**src/rtl/melody_pkg.sv**
```systemverilog
// Purpose: shared types, note codes and the fixed melody table for the tone sequencer.
// Latency: n/a (types and constants only).
// Backpressure: n/a.
package melody_pkg;

    localparam int MELODY_LEN = 16;

    // Note codes understood by the SPI DAC tone master; 0 is silence.
    typedef enum logic [3:0] {
        NOTE_REST = 4'd0,
        NOTE_A1   = 4'd1,
        NOTE_A2   = 4'd2,
        NOTE_B1   = 4'd3,
        NOTE_C1   = 4'd4,
        NOTE_D1   = 4'd5,
        NOTE_E2   = 4'd6,
        NOTE_G1   = 4'd7,
        NOTE_G2   = 4'd8,
        NOTE_F1   = 4'd9,
        NOTE_F2H  = 4'd10
    } note_e;

    typedef struct packed {
        note_e       note;
        logic [11:0] dur_ms;
    } seq_entry_t;

    typedef enum logic [2:0] {
        ST_IDLE,
        ST_LOAD,
        ST_PLAY,
        ST_GAP,
        ST_DONE
    } state_e;

    // Bring-up melody; a zero duration marks the end of the tune.
    localparam seq_entry_t MELODY [MELODY_LEN] = '{
        '{NOTE_A1,   12'd3},
        '{NOTE_REST, 12'd2},
        '{NOTE_G2,   12'd1},
        '{NOTE_REST, 12'd0},
        '{NOTE_REST, 12'd0},
        '{NOTE_REST, 12'd0},
        '{NOTE_REST, 12'd0},
        '{NOTE_REST, 12'd0},
        '{NOTE_REST, 12'd0},
        '{NOTE_REST, 12'd0},
        '{NOTE_REST, 12'd0},
        '{NOTE_REST, 12'd0},
        '{NOTE_REST, 12'd0},
        '{NOTE_REST, 12'd0},
        '{NOTE_REST, 12'd0},
        '{NOTE_REST, 12'd0}
    };

    function automatic logic is_end_marker(input seq_entry_t e);
        return (e.dur_ms == 12'd0);
    endfunction

endpackage

```
**src/rtl/btn_debounce.sv**
```systemverilog
// Purpose: 2-FF synchroniser + tick-based stable-level filter + rising-edge pulse for one button.
// Latency: 2 cycles sync, then DEBOUNCE_MS consecutive ticks at the new level, then 1-cycle btn_ev.
// Backpressure: none; btn_ev is a single-cycle pulse, the consumer must take it when it fires.
module btn_debounce #(
    parameter int DEBOUNCE_MS = 20
) (
    input  logic clk,
    input  logic rst_n,
    input  logic btn_raw,
    input  logic tick,
    output logic btn_ev
);

    localparam int DEB_W = (DEBOUNCE_MS > 0) ? $clog2(DEBOUNCE_MS + 1) : 1;

    logic             sync_q1;
    logic             sync_q2;
    logic             deb_q;
    logic             deb_d;
    logic [DEB_W-1:0] stable_cnt;

    // Bring the asynchronous button level into the clk domain.
    always_ff @(posedge clk or negedge rst_n) begin
        if (!rst_n) begin
            sync_q1 <= 1'b0;
            sync_q2 <= 1'b0;
        end else begin
            sync_q1 <= btn_raw;
            sync_q2 <= sync_q1;
        end
    end

    // Accept a new level only after it has been seen on DEBOUNCE_MS ticks in a row.
    always_ff @(posedge clk or negedge rst_n) begin
        if (!rst_n) begin
            deb_q      <= 1'b0;
            deb_d      <= 1'b0;
            stable_cnt <= '0;
        end else begin
            deb_d <= deb_q;
            if (sync_q2 == deb_q) begin
                stable_cnt <= '0;
            end else if (tick) begin
                if (stable_cnt == DEB_W'(DEBOUNCE_MS - 1)) begin
                    deb_q      <= sync_q2;
                    stable_cnt <= '0;
                end else begin
                    stable_cnt <= stable_cnt + 1'b1;
                end
            end
        end
    end

    assign btn_ev = deb_q & ~deb_d;

endmodule

```
**src/rtl/melody_sequencer.sv**
```systemverilog
// Purpose: debounces Play/Stop and steps the melody table, driving note_state/button_action to the tone master.
// Latency: play_ev in cycle N -> LOAD at N+1 -> button_action at N+2; stop_ev clears outputs next cycle.
// Backpressure: none; the downstream master follows note_state/button_action level by level.
module melody_sequencer
    import melody_pkg::*;
#(
    parameter int CLK_HZ      = 100_000_000,
    parameter int TICK_HZ     = 1000,
    parameter int SEQ_LEN     = MELODY_LEN,
    parameter int DEBOUNCE_MS = 20,
    parameter int GAP_MS      = 30
) (
    input  logic                       clk,
    input  logic                       rst_n,
    input  logic                       btn_play,
    input  logic                       btn_stop,
    input  logic                       loop_en,
    output logic [3:0]                 note_state,
    output logic                       button_action,
    output logic [$clog2(SEQ_LEN)-1:0] seq_idx,
    output logic                       busy,
    output logic                       done
);

    localparam int ADDR_W = $clog2(SEQ_LEN);
    localparam int DIV    = CLK_HZ / TICK_HZ;
    localparam int TICK_W = (DIV > 1) ? $clog2(DIV) : 1;
    localparam int GAP_W  = (GAP_MS > 0) ? $clog2(GAP_MS + 1) : 1;

    state_e            state;
    logic [TICK_W-1:0] tick_cnt;
    logic              tick;
    logic              play_ev;
    logic              stop_ev;
    logic [11:0]       dur_cnt;
    logic [GAP_W-1:0]  gap_cnt;
    logic              wrapped;
    logic              last_idx;
    logic              at_end;
    logic              restart_ok;
    logic [ADDR_W-1:0] idx_inc;
    logic [ADDR_W-1:0] rd_addr;
    seq_entry_t        rom_q;

    assign tick = (tick_cnt == TICK_W'(DIV - 1));

    // Free-running tick divider, realigned in LOAD so every note/gap is a whole number of ticks.
    always_ff @(posedge clk or negedge rst_n) begin
        if (!rst_n) begin
            tick_cnt <= '0;
        end else if (state == ST_LOAD || tick) begin
            tick_cnt <= '0;
        end else begin
            tick_cnt <= tick_cnt + 1'b1;
        end
    end

    btn_debounce #(.DEBOUNCE_MS(DEBOUNCE_MS)) u_play_db (
        .clk     (clk),
        .rst_n   (rst_n),
        .btn_raw (btn_play),
        .tick    (tick),
        .btn_ev  (play_ev)
    );

    btn_debounce #(.DEBOUNCE_MS(DEBOUNCE_MS)) u_stop_db (
        .clk     (clk),
        .rst_n   (rst_n),
        .btn_raw (btn_stop),
        .tick    (tick),
        .btn_ev  (stop_ev)
    );

    assign last_idx   = (seq_idx == ADDR_W'(SEQ_LEN - 1));
    assign idx_inc    = last_idx ? '0 : seq_idx + 1'b1;
    assign at_end     = is_end_marker(rom_q) || wrapped;
    assign restart_ok = wrapped || (seq_idx != '0);

    // Address the ROM with the index that seq_idx will hold next, so LOAD sees its own entry.
    always_comb begin
        rd_addr = seq_idx;
        case (state)
            ST_IDLE: rd_addr = '0;
            ST_LOAD: if (at_end && loop_en && restart_ok) rd_addr = '0;
            ST_PLAY: if (GAP_MS == 0 && tick && dur_cnt == 12'd1) rd_addr = idx_inc;
            ST_GAP:  if (tick && gap_cnt == GAP_W'(1)) rd_addr = idx_inc;
            default: rd_addr = seq_idx;
        endcase
    end

    // Registered melody ROM read.
    always_ff @(posedge clk or negedge rst_n) begin
        if (!rst_n) begin
            rom_q <= '0;
        end else begin
            rom_q <= MELODY[rd_addr];
        end
    end

    // Sequencer FSM with registered outputs; stop aborts any active state without a done pulse.
    always_ff @(posedge clk or negedge rst_n) begin
        if (!rst_n) begin
            state         <= ST_IDLE;
            note_state    <= '0;
            button_action <= 1'b0;
            seq_idx       <= '0;
            busy          <= 1'b0;
            done          <= 1'b0;
            dur_cnt       <= '0;
            gap_cnt       <= '0;
            wrapped       <= 1'b0;
        end else begin
            done <= 1'b0;
            if (stop_ev && (state == ST_LOAD || state == ST_PLAY || state == ST_GAP)) begin
                state         <= ST_IDLE;
                note_state    <= '0;
                button_action <= 1'b0;
                seq_idx       <= '0;
                busy          <= 1'b0;
                wrapped       <= 1'b0;
            end else begin
                case (state)
                    ST_IDLE: begin
                        note_state    <= '0;
                        button_action <= 1'b0;
                        seq_idx       <= '0;
                        busy          <= 1'b0;
                        wrapped       <= 1'b0;
                        if (play_ev && !stop_ev) begin
                            state <= ST_LOAD;
                            busy  <= 1'b1;
                        end
                    end
                    ST_LOAD: begin
                        if (at_end) begin
                            if (loop_en && restart_ok) begin
                                seq_idx <= rd_addr;
                                wrapped <= 1'b0;
                            end else begin
                                state <= ST_DONE;
                                done  <= 1'b1;
                            end
                        end else begin
                            note_state    <= rom_q.note;
                            button_action <= (rom_q.note != NOTE_REST);
                            dur_cnt       <= rom_q.dur_ms;
                            state         <= ST_PLAY;
                        end
                    end
                    ST_PLAY: begin
                        if (tick) begin
                            if (dur_cnt == 12'd1) begin
                                note_state    <= '0;
                                button_action <= 1'b0;
                                if (GAP_MS == 0) begin
                                    seq_idx <= rd_addr;
                                    wrapped <= last_idx;
                                    state   <= ST_LOAD;
                                end else begin
                                    gap_cnt <= GAP_W'(GAP_MS);
                                    state   <= ST_GAP;
                                end
                            end else begin
                                dur_cnt <= dur_cnt - 1'b1;
                            end
                        end
                    end
                    ST_GAP: begin
                        if (tick) begin
                            if (gap_cnt == GAP_W'(1)) begin
                                seq_idx <= rd_addr;
                                wrapped <= last_idx;
                                state   <= ST_LOAD;
                            end else begin
                                gap_cnt <= gap_cnt - 1'b1;
                            end
                        end
                    end
                    ST_DONE: begin
                        busy    <= 1'b0;
                        seq_idx <= '0;
                        state   <= ST_IDLE;
                    end
                    default: state <= ST_IDLE;
                endcase
            end
        end
    end

endmodule

```
**config.mk**
```make
export PLATFORM = sky130hd
export DESIGN_NAME = melody_sequencer
export DESIGN_NICKNAME = d
export VERILOG_FILES = /design/src/rtl/melody_pkg.sv /design/src/rtl/btn_debounce.sv /design/src/rtl/melody_sequencer.sv
export SDC_FILE = /design/constraint.sdc
export NUM_CORES = 1
export LEC_CHECK = 0
export ABC_CLOCK_PERIOD_IN_PS = 2000
export BUFFER_PORTS_ARGS = -buffer_cell sky130_fd_sc_hd__buf_2
export CAP_MARGIN = 20
export CORE_UTILIZATION = 55
export DETAILED_ROUTE_END_ITERATION = 8
export HOLD_SLACK_MARGIN = 0.1
export MAX_ROUTING_LAYER = met4
export PLACE_DENSITY = 0.75
export SYNTH_ARGS = -nofsm -noshare
export SYNTH_HDL_FRONTEND = slang
export SYNTH_SLANG_ARGS = --single-unit
```
**constraint.sdc**
```tcl
create_clock -name clk -period 2 [get_ports clk]
set_input_delay 0.2 -clock clk [delete_from_list [all_inputs] [get_ports clk]]
set_output_delay 0.2 -clock clk [all_outputs]
set_load 0.02 [all_outputs]
```
==> results_dict.tcl, run 1 <==
set metrics [dict create \
    outcome "finished clean" \
    hold_violations 0 \
    cts_tree "built" \
    irDropWorstVdd_mv 0.3984 \
    grt_usage_pct 25.39 \
    avgSynthCellArea_um2 9.568 \
    endpoint_kind "flip-flop" \
    wl_per_cell_um 15.57 \
    maxCapViolations 0 \
    hp-class "in -> reg" \
    synth.most_common_cell "dfrtp_1" \
    htreeDepth 3 \
    rr_startpoint "tick_cnt[0]$_DFF_PN0_" \
    dp_hpwl_mm 5.031 \
    multi_input_area_um2 1873 \
    clk_path_buf_depth 2 \
    max_freq_mhz 504.3 \
    synth_top_area_share_pct 49.04 \
    firstDrtPassIters 5 \
    ys_ff_latch 69 \
    syn_inst 368 \
    area_growth_pct 21.85 \
    drtIter0Drc 208 \
    synth_area_leader_cell "dfrtp_1" \
    route.detailed.drc 0 \
    cp.arrival_ps 2260 \
    cpMaxStageDelayCell "dfrtp_1" \
    diodes 0 \
    drt_wl_total_mm 7.694 \
    synth-seq-area-share_pct 49.04 \
    period_minus_slack_ps 1983 \
    die_x_um 82.01 \
    crit_path_frequent_cell "and4_1" \
    finalNetCount 429 \
    grt.overflow.total 0 \
    vias_per_cell 5.767 \
    async_flop_share_pct 100.0 \
    setup_viol 0 \
    cp-startpoint "tick_cnt[0]$_DFF_PN0_" \
    coreArea_um2 6061 \
    clk_pin_slew_ps 70 \
    top_level_ports 16 \
    synth-main-ff-cell "dfrtp_1" \
    worstSetupPathType "reg -> reg" \
    cp.required_ps 2270 \
    path_cells "ha_4 -> and4_1 -> and4_1 -> buf_6 -> nand3_2 -> or3_4 -> nand3_1 -> o211a_1" \
    seq_area_um2 1729 \
    fin_crit_sh_pct 99.14 \
    grt_pass1_wl_mm 12.08 \
    pwr_density_cell_nw_per_um2 594.9 \
    cpPeakStageDelay_ps 440 \
    row_count 28 \
    syn_area_um2 3521 \
    total_power_mw 2.552 \
    slew_viol_final 0 \
    min_from "loop_en" \
    final_antenna_net_count 0 \
    clock-sinks 69 \
    antenna_found_initial 0 \
    fillers 449 \
    p_leak_nw 1.986 \
    ys_types 54 \
    clk_latency_ps 340 \
    die-height_um 82.01 \
    rrSetupSlack_ps 20 \
    num_vias 2849 \
    rsz0062_at_grt "yes" \
    synth_warnings 0 \
    layout-drive-gt1-share_pct 23.87 \
    port_buffers 13 \
    finalSetupTns_ps 0 \
    path_max_fanout 10 \
    fin_skew_ps 10.31 \
    start_kind "flip-flop" \
    cts-root-buf "clkbuf_8" \
    gp_congestion 0.9050 \
    grt_max_degree 70 \
    grt_pass1_vias 2634 \
    numCtsBuffers 9 \
    synth_common_cells "dfrtp_1, nor2_1, nand2_1" \
    synthTopCellsByArea "dfrtp_1, nor2_1, xnor2_1, nand2_1, xor2_1" \
    start_util_pct 58.09 \
    dieArea_um2 6726 \
    synth_edf_count 0 \
]
-- worst paths after layout --
kind,cells past startpoint,to
worst min-delay path,4,wrapped$_DFFE_PN0P_
worst max register to register,8,seq_idx[3]$_DFFE_PN0P_
worst max-delay path,8,seq_idx[3]$_DFFE_PN0P_
worst min register to register,0,u_stop_db.sync_q2$_DFF_PN0_
min in group asynchronous,3,gap_cnt[0]$_DFFE_PN0P_
max in group asynchronous,3,tick_cnt[11]$_DFF_PN0_
-- final cells by class --
class / count / area share, %
Sequential cell: 69 / 40.30
Clock buffer: 15 / 4.579
Multi-Input combinational cell: 276 / 43.66
Tap cell: 75 / 2.187
Timing Repair Buffer: 48 / 8.311
Inverter: 11 / 0.9624
-- cell families after synthesis --
logic type / Yosys count / synth area share (%)
and+or+nand+nor: 167 / 24.17
xor gates and xnor gates: 28 / 6.965
buffers and inverters: 24 / 3.127
adders and majority gates: 9 / 3.198
other: 1 / 0.1065
DFF: 69 / 49.04
muxes: 4 / 1.208
AOI/OAI and AO/OA: 66 / 12.19
-- sequential cells by signal, summed over array words and instances, names as in the netlist, 2 cells and up --
name                  count
tick_cnt                 17
dur_cnt                  12
gap_cnt                   5
u_play_db.stable_cnt      5
u_stop_db.stable_cnt      5
rom_q                     4
seq_idx                   4
state                     3
note_state                2
-- metrics by stage --
| step | instance area (µm²) | cells | hold WS [ps] | util, % | setup slack, ps |
|---|---|---|---|---|---|
| 3_5_place_dp | 3801 | 467 | 247.4 | 62.72 | -23.70 |
| 5_1_grt | 4290 | 494 | 300.1 | 70.79 | -61.05 |
| 6_report | 4290 | 494 | 258.2 | 70.79 | 17.17 |
| 4_1_cts | 4101 | 489 | 217.6 | 67.67 | -0.9257 |
| 3_3_place_gp | 3801 | 467 | 249.1 | 62.72 | 28.53 |
| 2_1_floorplan | 3526 | 369 | -95.59 | - | 16.16 |
-- where the power goes --
| part | total (mW) | switching, mW | internal, mW |
|---|---|---|---|
| combinational | 0.0466 | 0.0343 | 0.0123 |
| sequential | 1.40 | 0.00194 | 1.40 |
| clock | 1.10 | 0.490 | 0.615 |
-- metal layers --
metal | part of all wire, % | track usage, % | wire length, µm
met1 | 46 | 31.52 | 3504
met2 | 48 | 39.17 | 3702
met3 | 3.2 | 6.000 | 250
met4 | 3.1 | 11.93 | 237
met5 | 0 | - | 0
-- cell usage in the layout, fill, tap and decap left out, drive strengths merged, types with 3 or more instances in the layout --
cell         instances
clkbuf              15
and2                 3
dlygate4sd3          3
nor3                17
a21oi               13
o22ai                4
or3                  3
dfrtp               69
a21o                 3
inv                 10
a31oi                5
nor4                 7
xor2                13
nand2               32
buf                 45
ha                   9
a211oi               4
nor4b                3
nand4                9
nor3b                5
nand3               14
nand3b               3
nor2b                7
nor2                54
o21ai               20
xnor2               15
-- what timing repair did --
item	in CTS	in global routing
pin swaps	2	16
hold buffers	3	0
gates cloned	0	1
setup buffers	4	4
resized for setup	9	35
setup endpoints to repair	23	30
hold endpoints to repair	71	0
-- critical path, delay by kind of cell (launching register included) --
family                   cells  cell delay, ps
AO/OA/AOI/OAI                1             150
adder cells (fa/ha/maj)      1             150
buffers and inverters        1             170
flip-flops                   1             440
AND/OR/NAND/NOR              5            1020
Power figures use the tool's default switching activity.
==> run 2, diff against run 1 <==
--- a/config.mk
+++ b/config.mk
@@ -8,11 +8,14 @@
 export ABC_CLOCK_PERIOD_IN_PS = 2000
 export BUFFER_PORTS_ARGS = -buffer_cell sky130_fd_sc_hd__buf_2
 export CAP_MARGIN = 20
-export CORE_UTILIZATION = 55
+export CELL_PAD_IN_SITES_DETAIL_PLACEMENT = 1
+export CELL_PAD_IN_SITES_GLOBAL_PLACEMENT = 1
+export CORE_UTILIZATION = 43
+export CTS_CLUSTER_SIZE = 12
 export DETAILED_ROUTE_END_ITERATION = 8
 export HOLD_SLACK_MARGIN = 0.1
 export MAX_ROUTING_LAYER = met4
-export PLACE_DENSITY = 0.75
+export PLACE_DENSITY_LB_ADDON = 0.1
 export SYNTH_ARGS = -nofsm -noshare
 export SYNTH_HDL_FRONTEND = slang
 export SYNTH_SLANG_ARGS = --single-unit
==> run 2 against run 1 <==
Wire length is 17% higher. Worst hold slack got worse by 41 ps. Worst setup slack worse by 15 ps. Cell area grew 2.9%. Clock power increased by 27%.
==> results_dict.tcl, run 2 (synthesis gave the netlist of run 1 again) <==
set metrics [dict create \
    cts-root-buf "clkbuf_8" \
    antenna_found_initial 0 \
    path_max_fanout 9 \
    hold_violations 0 \
    grt_max_degree 70 \
    cpMaxStageDelayCell "dfrtp_1" \
    path_buf_inv 1 \
    final_antenna_net_count 0 \
    outcome "finished clean" \
    seqPwrFrac_pct 49.2 \
    grt_pass1_vias 3091 \
    slew_viol_final 0 \
    placed_cell_area_um2 3960 \
    crit_path_frequent_cell "nand3_2" \
    clk_path_buf_depth 2 \
    dieArea_um2 8554 \
    port_buffers 13 \
    total_power_mw 2.844 \
    endpoint_kind "flip-flop" \
    cp.required_ps 2230 \
    cp.arrival_ps 2230 \
    largest_reg_flops 17 \
    worstSetupPathType "reg -> reg" \
    maxCapViolations 0 \
    clock-sinks 69 \
    final_cell_mix "dfrtp_1, nor2_1, buf_4" \
    p_clk_share_pct 49.1 \
    cts_tree "built" \
    fin_area_um2 4413 \
    swShare_pct 21.11 \
    firstDrtPassIters 4 \
    fin_crit_sh_pct 99.91 \
    route.detailed.drc 0 \
    gp_congestion 0.8669 \
    share_comb_of_total_power_pct 1.7 \
    cpPeakStageDelay_ps 430 \
    path_cells "nor4_4 -> and4_4 -> buf_12 -> nand3_2 -> or3_4 -> nand3_2 -> nor3_2" \
    top_level_ports 16 \
    top_register "tick_cnt" \
    coreArea_um2 7807 \
    setup_viol 0 \
    internal-power_mw 2.244 \
    start_util_pct 45.10 \
    numCtsBuffers 9 \
    drt_wl_total_mm 8.973 \
    area_growth_pct 25.34 \
    max_freq_mhz 500.4 \
    rsz0062_at_grt "yes" \
    pwr_density_cell_nw_per_um2 644.5 \
    period_minus_slack_ps 1998 \
    clk_latency_ps 350 \
    layout-drive-gt1-share_pct 22.97 \
    diodes 0 \
    hp-class "in -> reg" \
    dp_hpwl_mm 6.155 \
    die_x_um 92.49 \
    htreeDepth 3 \
    timing.hold.ws_ps 216.8 \
    grt.overflow.total 0 \
    fin_skew_ps 7.697 \
    grt_pass1_wl_mm 15.11 \
    grt_usage_pct 23.64 \
    wl_per_cell_um 16.83 \
    power.switching_mw 0.6003 \
    num_vias 2899 \
    die-height_um 92.49 \
    p_leak_nw 2.068 \
    path_delay_family "simple AND/OR/NAND/NOR gates" \
    top_regs "tick_cnt: 17 flops, dur_cnt: 12 flops" \
    irDropWorstVdd_mv 0.3294 \
    start_kind "flip-flop" \
    clk_pin_slew_ps 80 \
    final_common_cell "dfrtp_1" \
    drtIter0Drc 113 \
    vias_per_cell 5.439 \
    row_count 32 \
    finalNetCount 440 \
]
-- run 2: cell count changes in the layout (fill, tap and decap cells not counted), moves of 2 or more --
cell        before  now
nor3_2           6    2
buf_6            3    1
nor2_1          52   54
o21ai_2          2    0
nor3_1          11   15
bufinv_16        0    3
buf_4           27   39
clkinvlp_4       0    2
clkbuf_8        14    9
nor2_2           2    0
-- run 2: worst paths after layout --
check	start	to	slack, ps	depth (start not counted)
max	tick_cnt[5]$_DFF_PN0_	rom_q[15]$_DFF_PN0_	2	7
min	loop_en	state[2]$_DFFE_PN0P_	220	3
max reg2reg	tick_cnt[5]$_DFF_PN0_	rom_q[15]$_DFF_PN0_	2	7
min reg2reg	u_stop_db.sync_q1$_DFF_PN0_	u_stop_db.sync_q2$_DFF_PN0_	370	0
max in group asynchronous	rst_n	dur_cnt[11]$_DFFE_PN0P_	1280	3
min in group asynchronous	rst_n	done$_DFF_PN0_	410	3
-- run 2: power by group through the flow --
stage	logic (mW)	clock network [mW]	registers (mW)
2_1_floorplan	0.00987	0	1.43
3_3_place_gp	0.0456	0	1.43
3_5_place_dp	0.0456	0	1.43
4_1_cts	0.0502	1.43	1.40
5_1_grt	0.0557	1.49	1.40
6_report	0.0480	1.40	1.40
-- run 2: stage by stage --
stage | utilization [%] | cells | setup WS (ps) | TNS (ps)
final | 56.52 | 533 | 1.734 | 0
after global routing | 56.52 | 533 | -98.25 | -1110
after CTS | 54.63 | 530 | 4.492 | 0
after detailed placement | 50.72 | 509 | -29.99 | -58.65
after global placement | 50.72 | 509 | 11.11 | 0
after floorplan | - | 369 | 16.16 | 0
-- run 2: routing by layer --
metal | track usage, % | up-vias | part of all wire [%]
li1 | - | 1407 | -
met1 | 28.75 | 1452 | 45
met2 | 39.14 | 33 | 51
met3 | 6.404 | 7 | 2.5
met4 | 5.729 | 0 | 1.1
met5 | - | - | 0
-- run 2: final cells by class --
class                   count  area, µm²
fillers                   881       3395
well taps                 102      127.6
repair buffers             59      464.2
clock buffers               9      123.9
multi-input cells         276       1805
inverters                  11      41.29
clock inverters             7      122.6
flip-flops and latches     69       1728
-- run 2: what timing repair did --
| item | CTS | global route |
|---|---|---|
| hold buffers | 3 | 0 |
| pin swaps | 1 | 5 |
| cloned | 0 | 1 |
| endpoints found under the setup margin | 6 | 43 |
| buffers inserted | 2 | 2 |
| hold endpoints to repair | 71 | 0 |
| resized for setup | 3 | 22 |
-- run 2: worst min-delay path, cell delays in order --
cell,delay [ps]
buf_2,100
nor2b_1,160
nor3b_1,70
